--- config.mk ---
export PLATFORM = sky130hd
export DESIGN_NAME = bcd_scan_display
export DESIGN_NICKNAME = d
export VERILOG_FILES = /design/src/rtl/bcd_scan_display.sv
export SDC_FILE = /design/constraint.sdc
export NUM_CORES = 1
export LEC_CHECK = 0
export ABC_AREA = 1
export BUFFER_PORTS_ARGS = -buffer_cell sky130_fd_sc_hd__buf_4
export CORE_MARGIN = 10
export CORE_UTILIZATION = 61
export CTS_BUF_LIST = sky130_fd_sc_hd__clkbuf_16
export CTS_CLUSTER_DIAMETER = 100
export DETAILED_ROUTE_END_ITERATION = 16
export PLACE_DENSITY = 0.86
export SLEW_MARGIN = 20
export SYNTH_ARGS = -nofsm -noshare
export SYNTH_HDL_FRONTEND = slang
export SYNTH_SLANG_ARGS = --single-unit
export TNS_END_PERCENT = 100
--- constraint.sdc ---
create_clock -name clk -period 2.4 [get_ports clk]
set_input_delay 0.12 -clock clk [delete_from_list [all_inputs] [get_ports clk]]
set_output_delay 0.12 -clock clk [all_outputs]
set_load 0.03 [all_outputs]
--- src/rtl/bcd_scan_display.sv ---
// Samples a binary count once per display frame, converts it to BCD with a
// sequential double-dabble FSM and scans the digits onto a common-anode 7-segment display.
module bcd_scan_display #(
    parameter int N           = 4,
    parameter int DIGITS      = 4,
    parameter int REFRESH_DIV = 100000
) (
    input  logic              clk,
    input  logic              rst,
    input  logic [N-1:0]      count_in,
    output logic [DIGITS-1:0] an,
    output logic [6:0]        seg,
    output logic              frame_tick,
    output logic              busy
);
    localparam int PW = (REFRESH_DIV > 1) ? $clog2(REFRESH_DIV) : 1;
    localparam int IW = (DIGITS > 1) ? $clog2(DIGITS) : 1;
    localparam int CW = $clog2(N + 1);
    localparam int BW = 4 * DIGITS;
    localparam logic [DIGITS-1:0] AN_ONE = DIGITS'(1);

    typedef enum logic [1:0] {IDLE, CONVERT, COMMIT} state_t;

    state_t                   state, state_next;
    logic [PW-1:0]            pre;
    logic [IW-1:0]            idx;
    logic                     digit_tick;
    logic [CW-1:0]            step;
    logic [N-1:0]             shreg;
    logic [BW-1:0]            bcd, bcd_adj;
    logic [DIGITS-1:0][3:0]   disp;
    logic [DIGITS-1:0]        blank;
    logic                     upper_zero;

    function automatic logic [6:0] encode(input logic [3:0] v);
        case (v)
            4'd0:    return 7'b1000000;
            4'd1:    return 7'b1111001;
            4'd2:    return 7'b0100100;
            4'd3:    return 7'b0110000;
            4'd4:    return 7'b0011001;
            4'd5:    return 7'b0010010;
            4'd6:    return 7'b0000010;
            4'd7:    return 7'b1111000;
            4'd8:    return 7'b0000000;
            4'd9:    return 7'b0010000;
            default: return 7'b0111111;
        endcase
    endfunction

    assign digit_tick = (pre == PW'(REFRESH_DIV - 1));
    assign frame_tick = digit_tick && (idx == IW'(DIGITS - 1));

    // NOTE: sequential state uses non-blocking assignments so every register samples pre-edge values.
    always_ff @(posedge clk or posedge rst) begin
        if (rst) begin
            pre <= '0;
            idx <= '0;
        end else if (digit_tick) begin
            pre <= '0;
            idx <= (idx == IW'(DIGITS - 1)) ? '0 : idx + 1'b1;
        end else begin
            pre <= pre + 1'b1;
        end
    end

    always_ff @(posedge clk or posedge rst) begin
        if (rst) state <= IDLE;
        else     state <= state_next;
    end

    // NOTE: combinational blocks assign a default first so no path leaves a latch behind.
    always_comb begin
        state_next = state;
        case (state)
            IDLE:    if (frame_tick) state_next = CONVERT;
            CONVERT: if (step == CW'(N - 1)) state_next = COMMIT;
            COMMIT:  state_next = IDLE;
            default: state_next = IDLE;
        endcase
    end

    always_comb begin
        busy = (state != IDLE);
    end

    always_comb begin
        bcd_adj = bcd;
        for (int d = 0; d < DIGITS; d++) begin
            if (bcd[4*d +: 4] >= 4'd5) bcd_adj[4*d +: 4] = bcd[4*d +: 4] + 4'd3;
        end
    end

    // NOTE: disp is a small register bank, so it is reset with the rest; a RAM would not be.
    always_ff @(posedge clk or posedge rst) begin
        if (rst) begin
            shreg <= '0;
            bcd   <= '0;
            step  <= '0;
            disp  <= '0;
        end else begin
            case (state)
                IDLE: if (frame_tick) begin
                    shreg <= count_in;
                    bcd   <= '0;
                    step  <= '0;
                end
                CONVERT: begin
                    bcd   <= {bcd_adj[BW-2:0], shreg[N-1]};
                    shreg <= shreg << 1;
                    step  <= step + 1'b1;
                end
                COMMIT:  disp <= bcd;
                default: ;
            endcase
        end
    end

    // A digit is blank only when it and every more significant digit are zero.
    always_comb begin
        blank      = '0;
        upper_zero = 1'b1;
        for (int k = DIGITS - 1; k >= 1; k--) begin
            upper_zero = upper_zero && (disp[k] == 4'd0);
            blank[k]   = upper_zero;
        end
    end

    always_ff @(posedge clk or posedge rst) begin
        if (rst) begin
            an  <= '1;
            seg <= 7'b1111111;
        end else begin
            an  <= ~(AN_ONE << idx);
            seg <= blank[idx] ? 7'b1111111 : encode(disp[idx]);
        end
    end
endmodule

### After elaboration in Yosys (flattened, before gate mapping)

Memory sizes are Yosys's and may differ from the RTL's.
Cells that the tools add are included.

* $add $sub $neg: 7
* shifts and indexed selects: 1
* reduce and logical (&&, ||, !) cells: 11
* multiplexer cells: 20
* bitwise logic cells: 1
* eq/ne operators: 7
* magnitude comparators: 5

Operators with widths (number)
* $pmux 16 s2: 1
* $mux 4: 5
* $add 17x1->17 const B: 1
* $eq 17x17->1 const B: 1
* $mux 17: 1
* $ge 4x3->1 const B: 4
* $mux 16: 1
* $add 4x2->4 const B: 3
* $logic_not 4->1: 3
* $bmux 4 s2: 1
* $pmux 4 s2: 1
* $mux 7: 1
* $mux 2: 3
* $mux 3: 2
* $pmux 3 s2: 1
* $eq 2x2->1 const B: 2
* $ne 2x2->1 const B: 2
* $not 4->4: 1
* $pmux 2 s2: 1
* $reduce_and 2->1: 2
* $reduce_bool 2->1: 2
* $shl 1x2->4 const A: 1
* $add 3x1->3 const B: 1
* $add 3x2->3 const B: 1
* 8 further kinds: 10

* word-level logic and storage cells: 65
* output and inout bits: 13
* register bits after elaboration: 71
* input bits: 6
* memory bits (read-only): 112
* memories: 1

Memories
* (no name shown): words 16, bits a word 7, rd ports 1, clocked after memory_dff 0, write ports 0, RTL line 36 `case (v)`

### Depth between registers and ports, before layout

* depth after elaboration: 6
* mapped depth: 10

### Worst setup path before layout

OpenSTA, ideal clock, no wires.

* path kind: flip-flop to output port
* from: register pre[0]
* to: output port frame_tick
* data required time: 2280 ps
* arrival: 1635 ps
* stages on the path, launching flop included: 8
* setup slack: 645 ps
* cell sequence: dfrtp_1 ha_1 nand2_2 nor2_8 inv_2 nor3_4 inv_2 nor2_1

* cells in the longest elaborated chain, start to end: 2

Ends and longest elaborated chain
* from (decl): RTL line 25 `logic [PW-1:0] pre;`
* from (signal assigned): RTL line 63 `pre <= pre + 1'b1;`
* $eq 17x17->1: RTL line 51 `assign digit_tick = (pre == PW'(REFRESH_DIV - 1));`
* $logic_and 1x1->1: RTL line 52 `assign frame_tick = digit_tick && (idx == IW'(DIGITS - 1));`
* to (decl): RTL line 13 `output logic frame_tick,`

Every way passes these cells.

### Worst setup path in the final report

Same ends and word-level chain as after synthesis.

==> results.cfg <==
[status]
status = completed

[logic_synthesis]
synthesis.nets = 468
ys_ff_latch = 71
synthArstFlopShare_pct = 100
synth-edff-count = 0
ys_types = 32
avgSynthCellArea_um2 = 8.35
synthCells = 442
ys.flop_type = dfrtp_1
ys_seq_area_share_pct = 48.5
syn_area_um2 = 3690
yosysWarnings = 0

[clock_tree]
clk_pin_slew_ns = 0.05
cts_num_sinks = 71
hold_buffers = 1
cts_tree = yes
cts-htree-levels = 3
cts_buffers = 9
cts_setup_buffers = 0
root_buffer = clkbuf_16
clock_latency_ns = 0.33
clockBufferDepth = 2
cts.repair.resized = 0

[run]
max_cap_viol_count = 0

[floorplan]
die_x_um = 97.8
start_util_pct = 62.7
num_rows = 28
core-area_um2 = 5890
die_h_um = 97.8
io_pins = 19
die-area_um2 = 9560

[place]
dpl.hpwl_um = 5090
place_congestion = 0.876
portBuffers = 18

[critical_path]
startpoint_type = flop
arrival_ns = 1.98
worstPathRequired_ns = 2.28
end_kind = output port
critPathMaxFanout = 10
critPathKind = flop to output port

[finish]
fin_nets = 491
layout-drive-gt1-share_pct = 14.0
antenna_cells = 0
areaGrowthSynthToFinish_pct = 12.5
fillers = 444

[sta]
finalSetupViolCount = 0
hold_viol_final = 0
finClkSkew_ns = 0.00730
fin_crit_ns = 2.10
setup-tns-final_ns = 0
max_clock_freq_mhz = 477
fin_crit_sh_pct = 87.4
rsz0062_at_grt = no
fin_hold_ws_ns = 0.0778
max_slew_margin_pct = 47.6
tightestPinTransition_ns = 0.785
slew_violations = 0

[detailed_routing]
wire_per_inst_um = 13.4
avgViaCountPerCell = 5.43
met2_length_um = 3570
num_vias = 2961
met3_length_um = 274
detail_route.drc_violations = 0
antenna_left = 0
drtIter0Drc = 132
drtPass1Iterations = 5
top_layer_used = met4
wirelength_um = 7300
drt-met1-wl_um = 3320

[pwr]
p_int_mw = 1.89
comb_power_share_pct = 1.5
power_switching_mw = 0.495
vdd_drop_max_uv = 406
switching_share_pct = 20.8
power_density_nw_per_um2 = 574
pwr-share-clk_pct = 48.2
seq_power_share_pct = 50.3
p_leak_nw = 2.13

[grt]
grt_pass1_vias = 2848
grt_max_degree = 33
grt_pass1_wl_um = 12500
grt_usage_pct = 15.4
grt-ovfl-total = 0
grt_antenna_before_repair = 0

[hold_path]
hold_class = input port to flop
[critical path, cell delays in order (launching register included)]
cell	delay, ns
dfrtp_1	0.37
ha_1	0.20
nand2_2	0.11
nor2_8	0.15
inv_2	0.07
nor3_4	0.41
inv_2	0.07
nor2_1	0.10
buf_4	0.16
[per-layer routing]
metal,up-vias,GRT usage [%]
met5,-,0
met4,0,7.38
met1,1417,17.8
met2,61,26.0
li1,1470,-
met3,13,4.02
[state kept, by name (all words and copies together) (netlist names)]
name	flops
idx	2
step	3
state	2
disp	16
seg	7
an	4
pre	17
shreg	4
bcd	16
[Yosys cell counts, types with 2 or more instances]
cell / instances / area share [%]
o211ai_1: 4 / 0.81
inv_1: 54 / 5.5
clkbuf_1: 4 / 0.41
nor3_1: 7 / 0.95
nand2_1: 107 / 11
xor2_1: 9 / 2.1
buf_2: 3 / 0.41
dfstp_2: 11 / 7.8
inv_2: 4 / 0.41
dfrtp_1: 60 / 41
o21ai_0: 39 / 5.3
nor2_1: 28 / 2.8
ha_1: 20 / 6.8
nor3b_1: 2 / 0.41
or2_0: 3 / 0.51
nor2_2: 5 / 0.85
nand2_2: 3 / 0.51
nand3_1: 48 / 6.5
a21oi_1: 17 / 2.3
buf_6: 2 / 0.61
[cells in the final DEF (no fill, tap or decap)]
cell / n
a21oi_1: 17
buf_4: 22
clkbuf_16: 9
clkinv_1: 2
clkinv_2: 4
dfrtp_1: 60
dfstp_2: 11
dlygate4sd3_1: 1
ha_1: 20
inv_1: 54
inv_2: 5
nand2_1: 107
nand2_2: 3
nand3_1: 48
nand3_2: 1
nand4_4: 1
nor2_1: 28
nor2_2: 5
nor2_8: 1
nor3_1: 7
nor3_4: 1
nor3b_1: 2
nor4_1: 1
o211ai_1: 4
o21ai_0: 39
o21ai_1: 1
o21ai_2: 1
o22ai_2: 1
or2_0: 3
or2_2: 1
xnor2_1: 1
xor2_1: 9
[final timing paths]
| check | cells after the start | to | startpoint | slack (ns) |
|---|---|---|---|---|
| max | 8 | frame_tick | pre[0] | 0.30 |
| min | 5 | shreg[3] | count_in[3] | 0.08 |
| max reg2reg | 9 | seg[5] | idx[0] | 0.49 |
| min reg2reg | 2 | bcd[0] | shreg[3] | 0.48 |
| max in group asynchronous | 4 | seg[1] | rst | 1.20 |
| min in group asynchronous | 3 | bcd[3] | rst | 0.43 |
[power groups by stage]
| stage | registers [mW] | clock network, mW | logic [mW] |
|---|---|---|---|
| global route | 1.20 | 1.21 | 0.0418 |
| detailed placement | 1.22 | 0 | 0.0356 |
| floorplan | 1.22 | 0 | 0.0199 |
| global placement | 1.22 | 0 | 0.0350 |
| finish | 1.20 | 1.15 | 0.0350 |
| CTS | 1.20 | 1.16 | 0.0371 |
[cells by family (layout without fill, tap and decap cells)]
kind of cell	after synthesis	in the layout	share of synthesized area, %
xor gates and xnor gates	10	10	2.37
DFF	71	71	48.5
adders and majority gates	20	20	6.78
and+or+nand+nor	209	209	25.6
buffers and inverters	69	97	7.62
AOI/OAI and AO/OA	63	63	9.12
[per-stage QoR]
stage,util [%],power (mW),worst slack [ns],cell area [um^2],std cells
2_1_floorplan,-,1.24,0.502,3690,442
3_3_place_gp,66.1,1.25,0.672,3890,528
3_5_place_dp,66.1,1.25,0.528,3890,528
4_1_cts,70.6,2.40,0.293,4150,545
5_1_grt,70.6,2.45,0.162,4150,545
6_report,70.6,2.38,0.302,4150,545
[final cells by class]
type	instances	area (um^2)	area share [%]
clock buffers	9	225	5.42
clock inverters	7	31.3	0.753
inverters	58	218	5.24
multi-input cells	302	1620	39.0
flip-flops and latches	71	1790	43.1
well taps	75	93.8	2.26
repair buffers	23	175	4.22
Power figures use the tool's default switching activity.
